$ cat config.mk
export PLATFORM = sky130hd
export DESIGN_NAME = mc_ctrl_fsm
export DESIGN_NICKNAME = d
export VERILOG_FILES = /design/src/rtl/mips_ctrl_pkg.sv /design/src/rtl/mc_ctrl_outdec.sv /design/src/rtl/mc_ctrl_fsm.sv
export SDC_FILE = /design/constraint.sdc
export NUM_CORES = 1
export LEC_CHECK = 0
export CAP_MARGIN = 15
export CORE_MARGIN = 2
export CORE_UTILIZATION = 38
export DETAILED_ROUTE_END_ITERATION = 6
export PLACE_DENSITY = 0.77
export SYNTH_ARGS = -nofsm -noshare
export SYNTH_HDL_FRONTEND = slang
export SYNTH_SLANG_ARGS = --single-unit
$ cat constraint.sdc
create_clock -name clk -period 1.5 [get_ports clk]
set_input_delay 0.15 -clock clk [delete_from_list [all_inputs] [get_ports clk]]
set_output_delay 0.15 -clock clk [all_outputs]
set_load 0.005 [all_outputs]
$ cat src/rtl/mips_ctrl_pkg.sv
// Shared definitions for the multicycle MIPS control path: the FSM state
// encoding, opcodes, mux-select encodings and the packed control word.
package mips_ctrl_pkg;

  typedef enum logic [3:0] {
    FETCH    = 4'd0,
    DECODE   = 4'd1,
    MEMADR   = 4'd2,
    MEMRD    = 4'd3,
    MEMWB    = 4'd4,
    MEMWR    = 4'd5,
    EXECUTE  = 4'd6,
    ALUWB    = 4'd7,
    BEQ      = 4'd8,
    ADDIEXEC = 4'd9,
    ADDIWB   = 4'd10,
    JUMP     = 4'd11
  } state_t;

  // Opcodes (instr[31:26])
  localparam logic [5:0] OP_LW    = 6'b100011;
  localparam logic [5:0] OP_SW    = 6'b101011;
  localparam logic [5:0] OP_RTYPE = 6'b000000;
  localparam logic [5:0] OP_BEQ   = 6'b000100;
  localparam logic [5:0] OP_ADDI  = 6'b001000;
  localparam logic [5:0] OP_J     = 6'b000010;

  // aluop encodings, consumed by the ALU decoder
  localparam logic [1:0] ALUOP_ADD   = 2'b00;
  localparam logic [1:0] ALUOP_SUB   = 2'b01;
  localparam logic [1:0] ALUOP_FUNCT = 2'b10;

  // alusrcb encodings
  localparam logic [1:0] SRCB_REGB    = 2'b00;
  localparam logic [1:0] SRCB_FOUR    = 2'b01;
  localparam logic [1:0] SRCB_IMM     = 2'b10;
  localparam logic [1:0] SRCB_IMM_SH2 = 2'b11;

  // pcsrc encodings
  localparam logic [1:0] PCSRC_ALURES = 2'b00;
  localparam logic [1:0] PCSRC_ALUOUT = 2'b01;
  localparam logic [1:0] PCSRC_JUMP   = 2'b10;

  // Per-state control word; pcwrite/irwrite here are the unqualified
  // FETCH values, the top level gates them with mem_ready.
  typedef struct packed {
    logic       pcwrite;
    logic       branch;
    logic       irwrite;
    logic       memwrite;
    logic       regwrite;
    logic       iord;
    logic       memtoreg;
    logic       regdst;
    logic       alusrca;
    logic [1:0] alusrcb;
    logic [1:0] pcsrc;
    logic [1:0] aluop;
  } ctrl_t;

  localparam int CTRL_W = $bits(ctrl_t);

endpackage

$ cat src/rtl/mc_ctrl_outdec.sv
// Pure combinational decode from FSM state to the datapath control word.
module mc_ctrl_outdec
  import mips_ctrl_pkg::*;
(
  input  logic [3:0]        i_state,
  output logic [CTRL_W-1:0] o_ctrl
);

  ctrl_t  w_cw;
  state_t w_state;

  assign w_state = state_t'(i_state);
  assign o_ctrl  = w_cw;

  // Moore decode: every field starts at 0 and each state raises only its own.
  always_comb begin
    // NOTE: assigning the whole word first means no path leaves a field
    // unassigned, so no latch can be inferred.
    w_cw = '0;
    case (w_state)
      FETCH: begin
        w_cw.alusrcb = SRCB_FOUR;
        w_cw.irwrite = 1'b1;
        w_cw.pcwrite = 1'b1;
      end
      DECODE: w_cw.alusrcb = SRCB_IMM_SH2;
      MEMADR: begin
        w_cw.alusrca = 1'b1;
        w_cw.alusrcb = SRCB_IMM;
      end
      MEMRD:  w_cw.iord = 1'b1;
      MEMWB: begin
        w_cw.memtoreg = 1'b1;
        w_cw.regwrite = 1'b1;
      end
      MEMWR: begin
        w_cw.iord     = 1'b1;
        w_cw.memwrite = 1'b1;
      end
      EXECUTE: begin
        w_cw.alusrca = 1'b1;
        w_cw.aluop   = ALUOP_FUNCT;
      end
      ALUWB: begin
        w_cw.regdst   = 1'b1;
        w_cw.regwrite = 1'b1;
      end
      BEQ: begin
        w_cw.alusrca = 1'b1;
        w_cw.aluop   = ALUOP_SUB;
        w_cw.pcsrc   = PCSRC_ALUOUT;
        w_cw.branch  = 1'b1;
      end
      ADDIEXEC: begin
        w_cw.alusrca = 1'b1;
        w_cw.alusrcb = SRCB_IMM;
      end
      ADDIWB: w_cw.regwrite = 1'b1;
      JUMP: begin
        w_cw.pcsrc   = PCSRC_JUMP;
        w_cw.pcwrite = 1'b1;
      end
      default: w_cw = '0;
    endcase
  end

endmodule

$ cat src/rtl/mc_ctrl_fsm.sv
// Main control FSM of the multicycle MIPS: state register, next-state
// logic, mem_ready qualification of the FETCH enables and the PC enable.
module mc_ctrl_fsm
  import mips_ctrl_pkg::*;
#(
  parameter int OPW = 6
) (
  input  logic           clk,
  input  logic           reset,
  input  logic [OPW-1:0] op,
  input  logic           zero,
  input  logic           mem_ready,
  output logic           pcen,
  output logic           pcwrite,
  output logic           branch,
  output logic           irwrite,
  output logic           memwrite,
  output logic           regwrite,
  output logic           iord,
  output logic           memtoreg,
  output logic           regdst,
  output logic           alusrca,
  output logic [1:0]     alusrcb,
  output logic [1:0]     pcsrc,
  output logic [1:0]     aluop,
  output logic           illegal
);

  state_t            r_state;
  state_t            w_next;
  logic              w_illegal;
  logic [CTRL_W-1:0] w_ctrl;
  ctrl_t             w_cw;

  // State register; reset abandons any instruction in flight.
  always_ff @(posedge clk or posedge reset) begin
    // NOTE: sequential state uses non-blocking assignment so every flop
    // samples the pre-edge value regardless of block ordering.
    if (reset) r_state <= FETCH;
    else       r_state <= w_next;
  end

  // Next-state logic plus the illegal-opcode pulse raised in DECODE.
  always_comb begin
    w_next    = FETCH;
    w_illegal = 1'b0;
    case (r_state)
      FETCH:  w_next = mem_ready ? DECODE : FETCH;
      DECODE: begin
        case (op)
          OP_LW, OP_SW: w_next = MEMADR;
          OP_RTYPE:     w_next = EXECUTE;
          OP_BEQ:       w_next = BEQ;
          OP_ADDI:      w_next = ADDIEXEC;
          OP_J:         w_next = JUMP;
          default: begin
            w_next    = FETCH;
            w_illegal = 1'b1;
          end
        endcase
      end
      MEMADR:   w_next = (op == OP_SW) ? MEMWR : MEMRD;
      MEMRD:    w_next = mem_ready ? MEMWB : MEMRD;
      MEMWB:    w_next = FETCH;
      MEMWR:    w_next = mem_ready ? FETCH : MEMWR;
      EXECUTE:  w_next = ALUWB;
      ALUWB:    w_next = FETCH;
      BEQ:      w_next = FETCH;
      ADDIEXEC: w_next = ADDIWB;
      ADDIWB:   w_next = FETCH;
      JUMP:     w_next = FETCH;
      default:  w_next = FETCH;
    endcase
  end

  mc_ctrl_outdec u_outdec (
    .i_state (r_state),
    .o_ctrl  (w_ctrl)
  );

  assign w_cw = ctrl_t'(w_ctrl);

  // The IR load and PC increment in FETCH only happen once memory has
  // returned the instruction; JUMP's pcwrite is unconditional.
  assign pcwrite  = w_cw.pcwrite & ((r_state != FETCH) | mem_ready);
  assign irwrite  = w_cw.irwrite & mem_ready;
  assign branch   = w_cw.branch;
  assign memwrite = w_cw.memwrite;
  assign regwrite = w_cw.regwrite;
  assign iord     = w_cw.iord;
  assign memtoreg = w_cw.memtoreg;
  assign regdst   = w_cw.regdst;
  assign alusrca  = w_cw.alusrca;
  assign alusrcb  = w_cw.alusrcb;
  assign pcsrc    = w_cw.pcsrc;
  assign aluop    = w_cw.aluop;
  assign illegal  = w_illegal;

  // Taken branch updates the PC in the same cycle the ALU reports zero.
  assign pcen = pcwrite | (branch & zero);

endmodule

==> flow_results.org, run 1 <==
** Status
- The run finished, with violations left.
- The checks that failed: negative setup slack.

** Synth
- Post-synthesis sequential element count :: 4
- Most used flip-flop cell after synthesis :: sky130_fd_sc_hd__dfrtp_1
- Post-synth design cell area :: 537 sq um
- By count the netlist is led by 7 x sky130_fd_sc_hd__nand2_1, 7 x sky130_fd_sc_hd__nor2_1, 5 x sky130_fd_sc_hd__nor3_1.
- FFs w/ async S/R, synth :: 100%
- Post-synthesis share of cell area spent on xor and xnor gates :: 3.26%
- Adder-cell share of the synthesized area :: 1.86%
- Synth Area in Simple Gates :: 49.4%
- By area the synthesized netlist is led by sky130_fd_sc_hd__dfrtp_1 19%, sky130_fd_sc_hd__nand2_1 4.9%, sky130_fd_sc_hd__nor2_1 4.9%.
- Count of different cell masters after synthesis :: 36
- Mapped Nets :: 83
- The synthesized netlist devotes 17.7% of its cell area to compound gates.
- During synthesis, Yosys emitted a total of 0 warnings.
- Summed over its instances, the top area cell type makes up 18.6% of the synthesized netlist area.
- After synthesis, the largest family of logic cells by area is simple AND/OR/NAND/NOR gates.
- Mean instance size in the synthesized netlist :: 7.35 sq um
- Sequential elements use 18.6% of the synthesized area.
- Post-synthesis cell type with the largest combined area :: sky130_fd_sc_hd__dfrtp_1
- Multiplexer area fraction after synthesis :: 0%
- Synthesis handed over a netlist of 73 instances.
- Yosys mapped a number of flops with a built-in enable equal to 0.

** Power and ir drop
- For this design the ratio of total power to cell area is 1430 nW/um^2.
- Across the VDD grid, the largest voltage drop is 1.31 mV.
- In this run the static leakage power is 0.549 nW.

** Place
- Half-perimeter wire length after placement :: 1350 um
- Final Wtd Congestion :: 0.871
- The number of placed instances, taps included, is 131.
- Once placement finished, the instance area stood at 947 sq um.
- Pre-CTS worst setup slack :: -0.472 ns
- Number of buffer cells added on primary ports :: 26

** Routing
- Remaining design rule violation count :: 0
- Antenna Nets Post-Route :: 0
- In the detailed route, the total length drawn on met2 is 1540 um.
- After detailed routing, the number of vias per cell comes to 5.88.
- Total Wirelength :: 2810 um
- The detailed router finished its first iteration with 11 violations.
- The first TritonRoute pass finished after 5 iterations.
- Highest routed metal layer :: met4
- In the detailed route, the total length drawn on met3 is 151 um.
- Dividing the detail-routed wire length by the instance count gives 19.4 um.
- Vias :: 852
- The detailed router put a total of 1000 um of wire on met1.

** Timing
- Setup repair after global routing could not meet its margin everywhere.
- Setup WS post-layout :: -0.344 ns
- Final hold violation count :: 0
- The final critical path takes up 123% of the cycle.
- Slew margin rel. :: 71.1%
- Final clock skew :: 0.00686 ns
- For the final routed database, the setup TNS stands at -2.28 ns.
- Number of setup violations in the final report :: 16
- Max-slew violation count :: 0
- Slew at the pin closest to its max-slew limit :: 0.429 ns
- Based on the critical path, the design can be clocked at up to 542 MHz.
- Subtracting the final worst setup slack from the clock period gives 1.84 ns.

** Final layout
- Number of fill cells in the layout :: 62
- The register with the most flip-flops in the layout has 4 of them.
- Post-synthesis to final-layout area growth :: 121%
- Counting flops per register, the top entry is r_state.
- In the final layout, the registers with the most flip-flops are r_state: 4 flops.
- Ratio of cells with drive above 1 in the final layout :: 62.3%
- The finished layout holds 145 standard cells, fillers aside.
- At the end of the flow the core is filled with cells to 90.2%.
- Total non-filler cell area in the finished layout :: 1190 sq um
- Net count reported at finish :: 142
- Antenna diode count :: 0

** Die
- The initial utilization of the core area, before any placement, comes to 40.7%.
- The region available for standard cell placement spans 1320 sq um.
- The die covers 1730 sq um.
- During I/O placement, the number of pins put on the boundary was 27.
- Horizontal die dimension :: 41.6 um
- In this run the vertical extent of the chip is 41.6 um.
- The initialized floorplan defines 13 standard-cell rows.

** Worst setup path
- The setup check on the worst reg-to-reg path leaves a slack of -0.12 ns.
- In this run the worst path has a maximum fanout of 2.
- The critical path in this run is classified as register to primary output.
- R2R Path Start :: r_state[3]
- Required arrival time at the worst endpoint :: 1.35 ns
- Worst setup path start :: r_state[3]
- Length in cells of the worst reg-to-reg path :: 6
- Type of element launching the critical path :: register
- Signal arrival time at the worst endpoint :: 1.69 ns
- Endpoint kind of the worst setup timing path :: primary output
- The endpoint identified for the worst register-to-register timing path is r_state[1].

** CTS
- TritonCTS built the clock tree.
- Buffers inserted during clock tree synthesis total 3.
- For the worst-skew pair, the clock arrives at the later sink with an insertion delay of 0.26 ns.
- Clock-pin slew reported for the worst setup and hold paths after clock tree synthesis :: 0.05 ns
- In this run the number of H-tree levels came out at 1.
- Number of buffers on the longest clock path :: 2
- Clock sink count :: 4
- The number of hold buffers added after CTS was 0.
- In this run the clock root is driven by a sky130_fd_sc_hd__clkbuf_4.

** Worst hold path
- Tightest Hold Check Type :: primary input to asynchronous set/reset pin

** Global routing
- The number of antenna violations at the first check in global routing was 0.
- The first global-routing pass estimated 4020 um of wire.
- Global routing finished with a remaining overflow of 0.
- Entering global routing, the biggest net connects 14 pins.
- Aggregate global-route resource usage :: 30.3%
- Number of global-route vias before repair :: 903

** Flow run
- Across the run, the number of max-cap violations was 0.
## cell families (layout without fill, tap and decap cells)
family                   count (synthesis)  count (layout)
AO/OA/AOI/OAI                           13              13
XOR/XNOR                                 2               2
adder cells (fa/ha/maj)                  1               1
buffers and inverters                    8              65
flip-flops                               4               4
AND/OR/NAND/NOR                         45              45
## worst max path at each step
stage                       to  slack [ns]  cells past startpoint
after floorplan           pcen        0.03                      4
after CTS                 pcen       -0.25                      5
after global placement    pcen       -0.46                      5
final                     pcen       -0.34                      5
after detailed placement  pcen       -0.47                      5
after global routing      pcen       -0.39                      5
## critical path, cell delays in order, from the launching register on
cell and delay [ns]:
sky130_fd_sc_hd__dfrtp_1 0.40, sky130_fd_sc_hd__buf_6 0.13, sky130_fd_sc_hd__or4b_4 0.52, sky130_fd_sc_hd__a21oi_4 0.15
sky130_fd_sc_hd__a21o_1 0.12, sky130_fd_sc_hd__buf_2 0.11
## per-layer routing
metal	track usage (%)	vias up
met5	0	-
met4	20.6	0
met3	4.78	14
met2	58.4	49
met1	28.4	402
li1	-	387
## layout by cell type, fill, tap and decap left out, types with 3 or more instances in the layout
master                            Yosys  layout
sky130_fd_sc_hd__nor2_1               7       3
sky130_fd_sc_hd__buf_2                3       8
sky130_fd_sc_hd__nor2_4               0       3
sky130_fd_sc_hd__buf_4                2      20
sky130_fd_sc_hd__buf_6                1      19
sky130_fd_sc_hd__dlygate4sd2_1        0       3
sky130_fd_sc_hd__nand3_1              4       4
sky130_fd_sc_hd__clkdlybuf4s50_1      0       6
sky130_fd_sc_hd__nor3_2               0       3
sky130_fd_sc_hd__dfrtp_1              4       3
sky130_fd_sc_hd__nand2_1              7       4
sky130_fd_sc_hd__nand2_2              0       3
sky130_fd_sc_hd__clkbuf_4             0       3
## layout make-up
cell class / count / area (sq um) / area share [%]
multi-input combinational: 61 / 515 / 43.4
tap: 15 / 18.8 / 1.58
clock buffer: 3 / 22.5 / 1.89
timing repair buffer: 60 / 523 / 44.0
sequential: 4 / 101 / 8.53
inverter: 2 / 7.51 / 0.632
## timing repair
item                                    in CTS  in global routing
endpoints found under the hold margin        0                  0
endpoints found under the setup margin      18                 19
resized for setup                          104                 16
pin swaps                                   14                  9
buffers inserted                            10                  5
## report_power, final
part           internal [mW]  total [mW]  switching [mW]
Combinational          0.717        1.35           0.628
Sequential             0.144       0.197          0.0530
Clock                 0.0913       0.162          0.0705
## metrics by stage
| step | power, mW | hold WS [ns] |
|---|---|---|
| final | 1.70 | 0.0826 |
| after global routing | 1.79 | 0.109 |
| after CTS | 1.50 | 0.0799 |
| after detailed placement | 1.16 | 0.339 |
| after global placement | 1.14 | 0.333 |
| after floorplan | 0.616 | -0.0839 |
Note: power is estimated with default switching activity, not from simulation.
==> run 2: changes to the inputs <==
--- a/config.mk
+++ b/config.mk
@@ -6,10 +6,11 @@
 export NUM_CORES = 1
 export LEC_CHECK = 0
 export CAP_MARGIN = 15
-export CORE_MARGIN = 2
-export CORE_UTILIZATION = 38
+export CORE_MARGIN = 8
+export CORE_UTILIZATION = 40
+export CTS_BUF_LIST = sky130_fd_sc_hd__clkbuf_4 sky130_fd_sc_hd__clkbuf_8
 export DETAILED_ROUTE_END_ITERATION = 6
-export PLACE_DENSITY = 0.77
+export PLACE_DENSITY = 0.8
 export SYNTH_ARGS = -nofsm -noshare
 export SYNTH_HDL_FRONTEND = slang
 export SYNTH_SLANG_ARGS = --single-unit
==> run 2 against run 1 <==
The flow still finishes with violations (negative setup slack). Die area rose by 60%. Worst hold slack improved by 0.052 ns. Routed wire length increased by 10%. Via count up 8.7%. Sequential cell count stayed put. Core utilization grew 3.5 points. Final area up 1.3%. Setup slack got worse by 0.027 ns. Count of clock-buffer cells in the layout did not move. Sequential share of layout area is 0.11 points lower. Critical endpoint unchanged. Highest routed layer unchanged.
==> flow_results.org, run 2 (synthesis gave the netlist of run 1 again) <==
** Worst hold path
- The min-delay analysis places its worst path in the category primary input to asynchronous set/reset pin.

** Status
- Run status :: complete, but fails checks
- Violated checks :: negative setup slack

** Final layout
- Most common cell after layout, fill and taps aside :: sky130_fd_sc_hd__buf_4
- Post-synthesis to final-layout area growth :: 124%
- r_state holds more flip-flops than any other register.
- The filler cell count came to 44 (-29%).
- The post-layout instance area came to 1200 sq um (+1.3%).
- In the final layout, the registers with the most flip-flops are r_state: 4 flops.
- Number of flip-flops under the largest register name :: 4 (unchanged)
- Commonest cells after routing, fill and taps aside :: 24 x sky130_fd_sc_hd__buf_4, 15 x sky130_fd_sc_hd__buf_6, 9 x sky130_fd_sc_hd__clkdlybuf4s50_1
- Antenna diode count :: 0 (unchanged)
- The total number of nets in the final design is 144 (+1.4%).
- Ratio of cells with drive above 1 in the final layout :: 59.8% (-2.5 points)

** Timing
- The measured slew at the worst slew-check pin is 0.429 ns (-0.000536 ns).
- Crit path time final :: 1.87 ns (+0.0265 ns)
- The final count of hold timing violations is 0 (unchanged).
- Setup repair after global routing missed its margin :: true
- Slew margin rel. :: 71.2% (about the same)
- Portion of the clock cycle consumed by the worst path in the final layout :: 125% (+1.8 points)
- The setup skew after layout came to 0.00260 ns (-0.00426 ns).
- Setup WS post-layout :: -0.370 ns (-0.0265 ns)
- Setup TNS :: -3.68 ns (-1.40 ns)
- Max-slew violation count :: 0 (unchanged)
- Number of setup violations in the final report :: 20 (+4)
- Highest achievable clock rate :: 535 MHz (-1.4%)

** Worst setup path
- The path depth of the worst reg2reg path was 6 (unchanged).
- The data arrival at the endpoint of the critical path was 1.72 ns (+0.03 ns).
- Worst Path Max Fanout :: 3 (+1)
- In this run the critical register-to-register path is launched from r_state[1].
- Endpoint kind of the worst setup timing path :: primary output
- STA classifies the critical path startpoint as a register.
- The flop-to-flop setup slack was -0.18 ns (-0.06 ns).
- The data required time of the critical path came to 1.35 ns (about the same).
- The endpoint identified for the worst register-to-register timing path is r_state[1].
- Critical path type :: register to primary output

** CTS
- Hold-fix buffer count after cts :: 0 (unchanged)
- Worst-Skew Late Latency :: 0.25 ns (about the same)
- Cell chosen for the clock root :: sky130_fd_sc_hd__clkbuf_4
- The number of buffers on the longest clock path was 2 (unchanged).
- Clock-pin slew reported for the worst setup and hold paths after clock tree synthesis :: 0.05 ns (about the same)
- Clock sink count :: 4 (unchanged)
- TritonCTS built the clock tree.
- The maximum level of the CTS H-tree was 1 (unchanged).
- Clock buffers created by TritonCTS :: 3 (unchanged)

** Routing
- The total DRC errors in the routed layout came to 0 (unchanged).
- Total Wirelength :: 3100 um (+10%)
- The routed length per placed instance was 21.1 um (+8.8%).
- Antenna Nets Post-Route :: 0 (unchanged)
- The routed via count divided by cell count came to 6.30 (+7.2%).
- First DRT Iteration DRCs :: 38 (+27)
- The via count is 926 (+8.7%).
- The detailed-routing iteration count for the pre-antenna-repair pass was 4 (-1).

** Flow run
- Max-capacitance violation count :: 0 (unchanged)

** Die
- Core area :: 1280 sq um (-2.5%)
- Die height :: 52.6 um (+27%)
- The number of top-level pins was 27 (unchanged).
- Horizontal die dimension :: 52.6 um (+27%)
- Cell row count :: 13 (unchanged)
- The starting utilization of the core area was 41.8% (+1.0 points).
- The die area is 2770 sq um (+60%).

** Global routing
- The number of antenna violations at the first check in global routing was 0 (unchanged).
- Wire length of the first global-routing pass :: 4340 um (+8.1%)
- The via count of the first global-routing pass is 910 (+0.78%).
- The global routing usage summed across all routing layers was 21.1% (-9.2 points).
- Grt total ovfl :: 0 (unchanged)
- The pin count of the biggest net entering global routing is 9 (-5).

** Place
- Half-perimeter wire length after placement :: 1560 um (+16%)
- Final Wtd Congestion :: 0.841 (-3.5%)
- Pre-CTS worst setup slack :: -0.480 ns (-0.00732 ns)
- Post-DP Area :: 955 sq um (+0.79%)
- The count of input and output buffers was 26 (unchanged).

** Power and ir drop
- The overall power is 1.76 mW (+3.4%).
- Lkg Pwr :: 0.555 nW (+1.1%)
- The power density over the cells was 1460 nW/um^2 (+2.1%).
- The maximum vdd ir drop was 1.15 mV (-12%).
[run 2: worst max path at each step]
stage / startpoint / end / slack [ns] / cells past startpoint
6_report: r_state[3] / pcen / -0.37 / 5
3_5_place_dp: mem_ready / pcen / -0.48 / 5
2_1_floorplan: r_state[3] / pcen / 0.03 / 4
4_1_cts: r_state[1] / pcen / -0.28 / 5
5_1_grt: r_state[1] / illegal / -0.44 / 6
3_3_place_gp: mem_ready / pcen / -0.47 / 5
[run 2: layout make-up]
type / instances / area, sq um / area share, %
Timing Repair Buffer: 62 / 544 / 45.2
Tap cell: 15 / 18.8 / 1.56
Sequential cell: 4 / 101 / 8.42
Clock buffer: 3 / 22.5 / 1.87
Multi-Input combinational cell: 61 / 509 / 42.3
Inverter: 2 / 7.51 / 0.624
[run 2: critical path: stages (launching register included)]
cell and delay (ns):
sky130_fd_sc_hd__dfrtp_1 0.43, sky130_fd_sc_hd__buf_6 0.14, sky130_fd_sc_hd__or4b_4 0.52, sky130_fd_sc_hd__a21oi_4 0.14
sky130_fd_sc_hd__a21o_1 0.12, sky130_fd_sc_hd__buf_2 0.12
[run 2: layer usage]
layer	share of wire (%)	vias to the layer above	GRT usage (%)
met5	0	-	0
met4	5.3	0	9.91
met3	9.6	24	6.53
met2	50	76	40.7
met1	35	433	19.2
li1	-	393	-
[run 2: stage by stage]
| step | instances | hold slack (ns) | util (%) |
|---|---|---|---|
| 2_1_floorplan | 73 | -0.0839 | - |
| 5_1_grt | 147 | 0.168 | 93.7 |
| 3_5_place_dp | 132 | 0.361 | 74.3 |
| 4_1_cts | 147 | 0.108 | 87.6 |
| 6_report | 147 | 0.135 | 93.7 |
| 3_3_place_gp | 132 | 0.331 | 74.3 |
[run 2: report_power, final]
part | leakage [nW] | switching [mW] | internal (mW) | total, mW
sequential | 0.0519 | 0.0544 | 0.144 | 0.198
clock | 0.0138 | 0.0628 | 0.0908 | 0.154
combinational | 0.489 | 0.668 | 0.742 | 1.41
total | 0.555 | 0.785 | 0.977 | 1.76
[run 2: repair_timing]
item                       CTS  global route
pin swaps                    6             3
gates resized for setup     85            20
setup endpoints to repair   18            20
setup buffers               12             1
==> run 3: changes to the inputs <==
--- a/config.mk
+++ b/config.mk
@@ -7,10 +7,11 @@
 export LEC_CHECK = 0
 export CAP_MARGIN = 15
 export CORE_MARGIN = 8
-export CORE_UTILIZATION = 40
+export CORE_UTILIZATION = 36
 export CTS_BUF_LIST = sky130_fd_sc_hd__clkbuf_4 sky130_fd_sc_hd__clkbuf_8
 export DETAILED_ROUTE_END_ITERATION = 6
-export PLACE_DENSITY = 0.8
+export HOLD_SLACK_MARGIN = 0.06
+export PLACE_DENSITY = 0.76
 export SYNTH_ARGS = -nofsm -noshare
 export SYNTH_HDL_FRONTEND = slang
 export SYNTH_SLANG_ARGS = --single-unit
==> constraint.sdc (replaced) <==
create_clock -name clk -period 1.58 [get_ports clk]
set_input_delay 0.158 -clock clk [delete_from_list [all_inputs] [get_ports clk]]
set_output_delay 0.158 -clock clk [all_outputs]
set_load 0.005 [all_outputs]
==> run 3 against run 2 <==
The flow still finishes with violations (negative setup slack). Via count fell by 12%. Largest cell class unchanged. Count of clock-buffer cells in the layout did not move. Sequential power fell by 9.6%. Non-clock buffer count rose by 1. Register-to-register slack gained 0.14 ns. Sequential share of layout area is 0.50 points higher. Routed wire length is 24% lower. Power fell by 17%. Sequential cell count stayed put. First-iteration DRC count fell by 71%. Final area down 5.6%. Largest power group unchanged.
==> flow_results.org, run 3 (synthesis gave the netlist of run 1 again) <==
** Status
- The run finished, with violations left.
- Violated checks :: negative setup slack

** Global routing
- Wire length of the first global-routing pass :: 3390 um (-22%)
- The pin count of the biggest net entering global routing came to 11 (+2).
- The sum of overflow across all layers after global routing was 0 (unchanged).
- The global routing usage summed across all routing layers was 14.8% (-6.3 points).
- The number of antenna violations at the first check in global routing was 0 (unchanged).
- Number of global-route vias before repair :: 801 (-12%)

** Die
- The floorplan core area came to 1450 sq um (+13%).
- Die height :: 54.6 um (+3.8%)
- Cell row count :: 14 (+1)
- Horizontal die dimension :: 54.6 um (+3.8%)
- The die area is 2980 sq um (+7.7%).
- The starting utilization of the core area was 36.9% (-4.9 points).
- The number of top-level pins came to 27 (unchanged).

** Final layout
- Net count reported at finish :: 145 (+0.69%)
- Total non-filler cell area in the finished layout :: 1140 sq um (-5.6%)
- Most common cell after layout, fill and taps aside :: sky130_fd_sc_hd__buf_4
- Fin cells :: 149 (+1.4%)
- The flip-flop count of the largest register after layout is 4 (unchanged).
- Largest Register :: r_state
- Antenna diode count :: 0 (unchanged)
- The share of cells above drive strength 1 is 57.1% (-2.7 points).
- Top flop regs :: r_state: 4 flops
- Post-synthesis to final-layout area growth :: 112%
- Commonest cells after routing, fill and taps aside :: 29 x sky130_fd_sc_hd__buf_4, 12 x sky130_fd_sc_hd__buf_6, 7 x sky130_fd_sc_hd__buf_2

** Place
- Number of buffer cells added on primary ports :: 26 (unchanged)
- The global placer's final weighted congestion is 0.885 (+5.2%).
- The post-placement setup slack is -0.433 ns (+0.0467 ns).
- The count of placed standard cells including taps came to 135 (+2.3%).
- Post-DP Area :: 971 sq um (+1.7%)
- Half-perimeter wire length after placement :: 1540 um (-0.85%)

** Timing
- Number of setup violations in the final report :: 8 (-60%)
- Final hold violation count :: 0 (unchanged)
- Slew margin rel. :: 73.9% (+2.7 points)
- Setup repair after global routing missed its margin :: true
- Post-route worst hold slack :: 0.112 ns (-0.0226 ns)
- After layout, the minimum clock period comes to 1.80 ns.
- Final clock skew :: 0.00383 ns (+0.00122 ns)
- Setup WS post-layout :: -0.217 ns (+0.153 ns)
- The measured slew at the worst slew-check pin came to 0.388 ns (-0.0406 ns).
- Max-slew violation count :: 0 (unchanged)
- Portion of the clock cycle consumed by the worst path in the final layout :: 114%
- Highest achievable clock rate :: 556 MHz

** Routing
- First DRT Iteration DRCs :: 11 (-71%)
- Ratio of routed vias to standard cells :: 5.45 (-13%)
- The detailed-routing iteration count for the pre-antenna-repair pass is 4 (unchanged).
- Remaining design rule violation count :: 0 (unchanged)
- Total Wirelength :: 2370 um (-24%)
- The count of nets left with antenna violations after detail routing was 0 (unchanged).
- The via count is 812 (-12%).
- Detail-routed net length per standard cell :: 15.9 um (-25%)

** Worst hold path
- The worst hold path belongs to the class primary input to asynchronous set/reset pin.

** CTS
- The maximum level of the CTS H-tree is 1 (unchanged).
- Number of buffers on the longest clock path :: 2 (unchanged)
- Clock sink count :: 4 (unchanged)
- The insertion delay to the later sink of the worst-skew pair came to 0.23 ns (-0.02 ns).
- TritonCTS clock tree :: yes
- Hold-fix buffer count after cts :: 0 (unchanged)
- The clock input transition at the sequential cells of the worst setup and hold paths is 0.04 ns (about the same).
- Cell chosen for the clock root :: sky130_fd_sc_hd__clkbuf_4
- Clock buffers created by TritonCTS :: 3 (unchanged)

** Worst setup path
- Signal arrival time at the worst endpoint :: 1.64 ns (-0.08 ns)
- Endpoint kind of the worst setup timing path :: primary output
- Cell at the slowest stage of the critical path :: sky130_fd_sc_hd__dfrtp_1
- The maximum fanout encountered on the critical timing path came to 5 (+2).
- Required arrival time at the worst endpoint :: 1.42 ns (+0.07 ns)
- Among the stages of the critical path, the cell type that occurs most often is sky130_fd_sc_hd__buf_6.
- Slowest stage delay, CP :: 0.40 ns (-0.12 ns)
- The critical path is of the register to primary output type.
- Type of element launching the critical path :: register
- Kind of cell adding the most delay to the critical path :: simple AND/OR/NAND/NOR gates
- Critical Path, Cell by Cell :: buf_6 > buf_6 > nor2b_4 > or3_1 > o21ai_1 > buf_2
- The buffering stage count on the worst path with inverters included was 3 (+1).

** Power and ir drop
- The maximum vdd ir drop is 0.866 mV (-25%).
- Ratio of total power to cell area :: 1280 nW/um^2 (-12%)
- Lkg Pwr :: 0.572 nW (+3.0%)

** Flow run
- Max-capacitance violation count :: 0 (unchanged)
## run 3: cell types whose count changed in the layout (fill, tap and decap cells not counted), moves of 3 or more
cell / before / now
sky130_fd_sc_hd__buf_4: 24 / 29
sky130_fd_sc_hd__clkbuf_2: 0 / 5
sky130_fd_sc_hd__clkdlybuf4s50_1: 9 / 6
sky130_fd_sc_hd__nor2_1: 2 / 5
sky130_fd_sc_hd__nor2_4: 4 / 1
sky130_fd_sc_hd__buf_6: 15 / 12
sky130_fd_sc_hd__clkdlybuf4s15_2: 5 / 0
sky130_fd_sc_hd__dlymetal6s2s_1: 0 / 3
## run 3: layer usage
metal	track usage [%]	vias to the layer above	share of wire, %
li1	-	393	-
met1	15.5	389	41
met2	27.9	28	54
met3	2.72	2	4.8
met4	6.15	0	0.80
met5	0	-	0
## run 3: report_power, final
part           switching (mW)  internal [mW]  total, mW
clock                  0.0403         0.0848      0.125
combinational           0.513          0.640       1.15
sequential             0.0421          0.137      0.179
## run 3: cell type report
class                   instances  area (sq um)
clock buffers                   3          22.5
fillers                       106           318
inverters                       2          7.51
multi-input cells              61           464
flip-flops and latches          4           101
well taps                      16          20.0
repair buffers                 63           520
## run 3: timing repair
item / CTS / global route
setup endpoints to repair: 17 / 17
buffers inserted: 11 / 3
pin swaps: 6 / 12
resized for setup: 72 / 27
## run 3: final timing paths
| kind | slack [ns] | start | cells after the start | to |
|---|---|---|---|---|
| min in group clk | 0.40 | op[2] | 4 | r_state[3] |
| max | -0.22 | r_state[1] | 6 | regwrite |
| max reg2reg | -0.04 | r_state[1] | 6 | r_state[1] |
| max in group asynchronous | 1.31 | reset | 2 | r_state[2] |
| min reg2reg | 0.70 | r_state[2] | 3 | r_state[3] |
| min | 0.11 | reset | 2 | r_state[3] |
## run 3: through the flow
stage / power (mW) / TNS, ns / util [%]
CTS: 1.36 / -0.790 / 75.4
global route: 1.56 / -1.56 / 78.1
finish: 1.46 / -0.984 / 78.1
global placement: 1.10 / -2.43 / 66.8
floorplan: 0.585 / 0 / -
detailed placement: 1.12 / -2.59 / 66.8
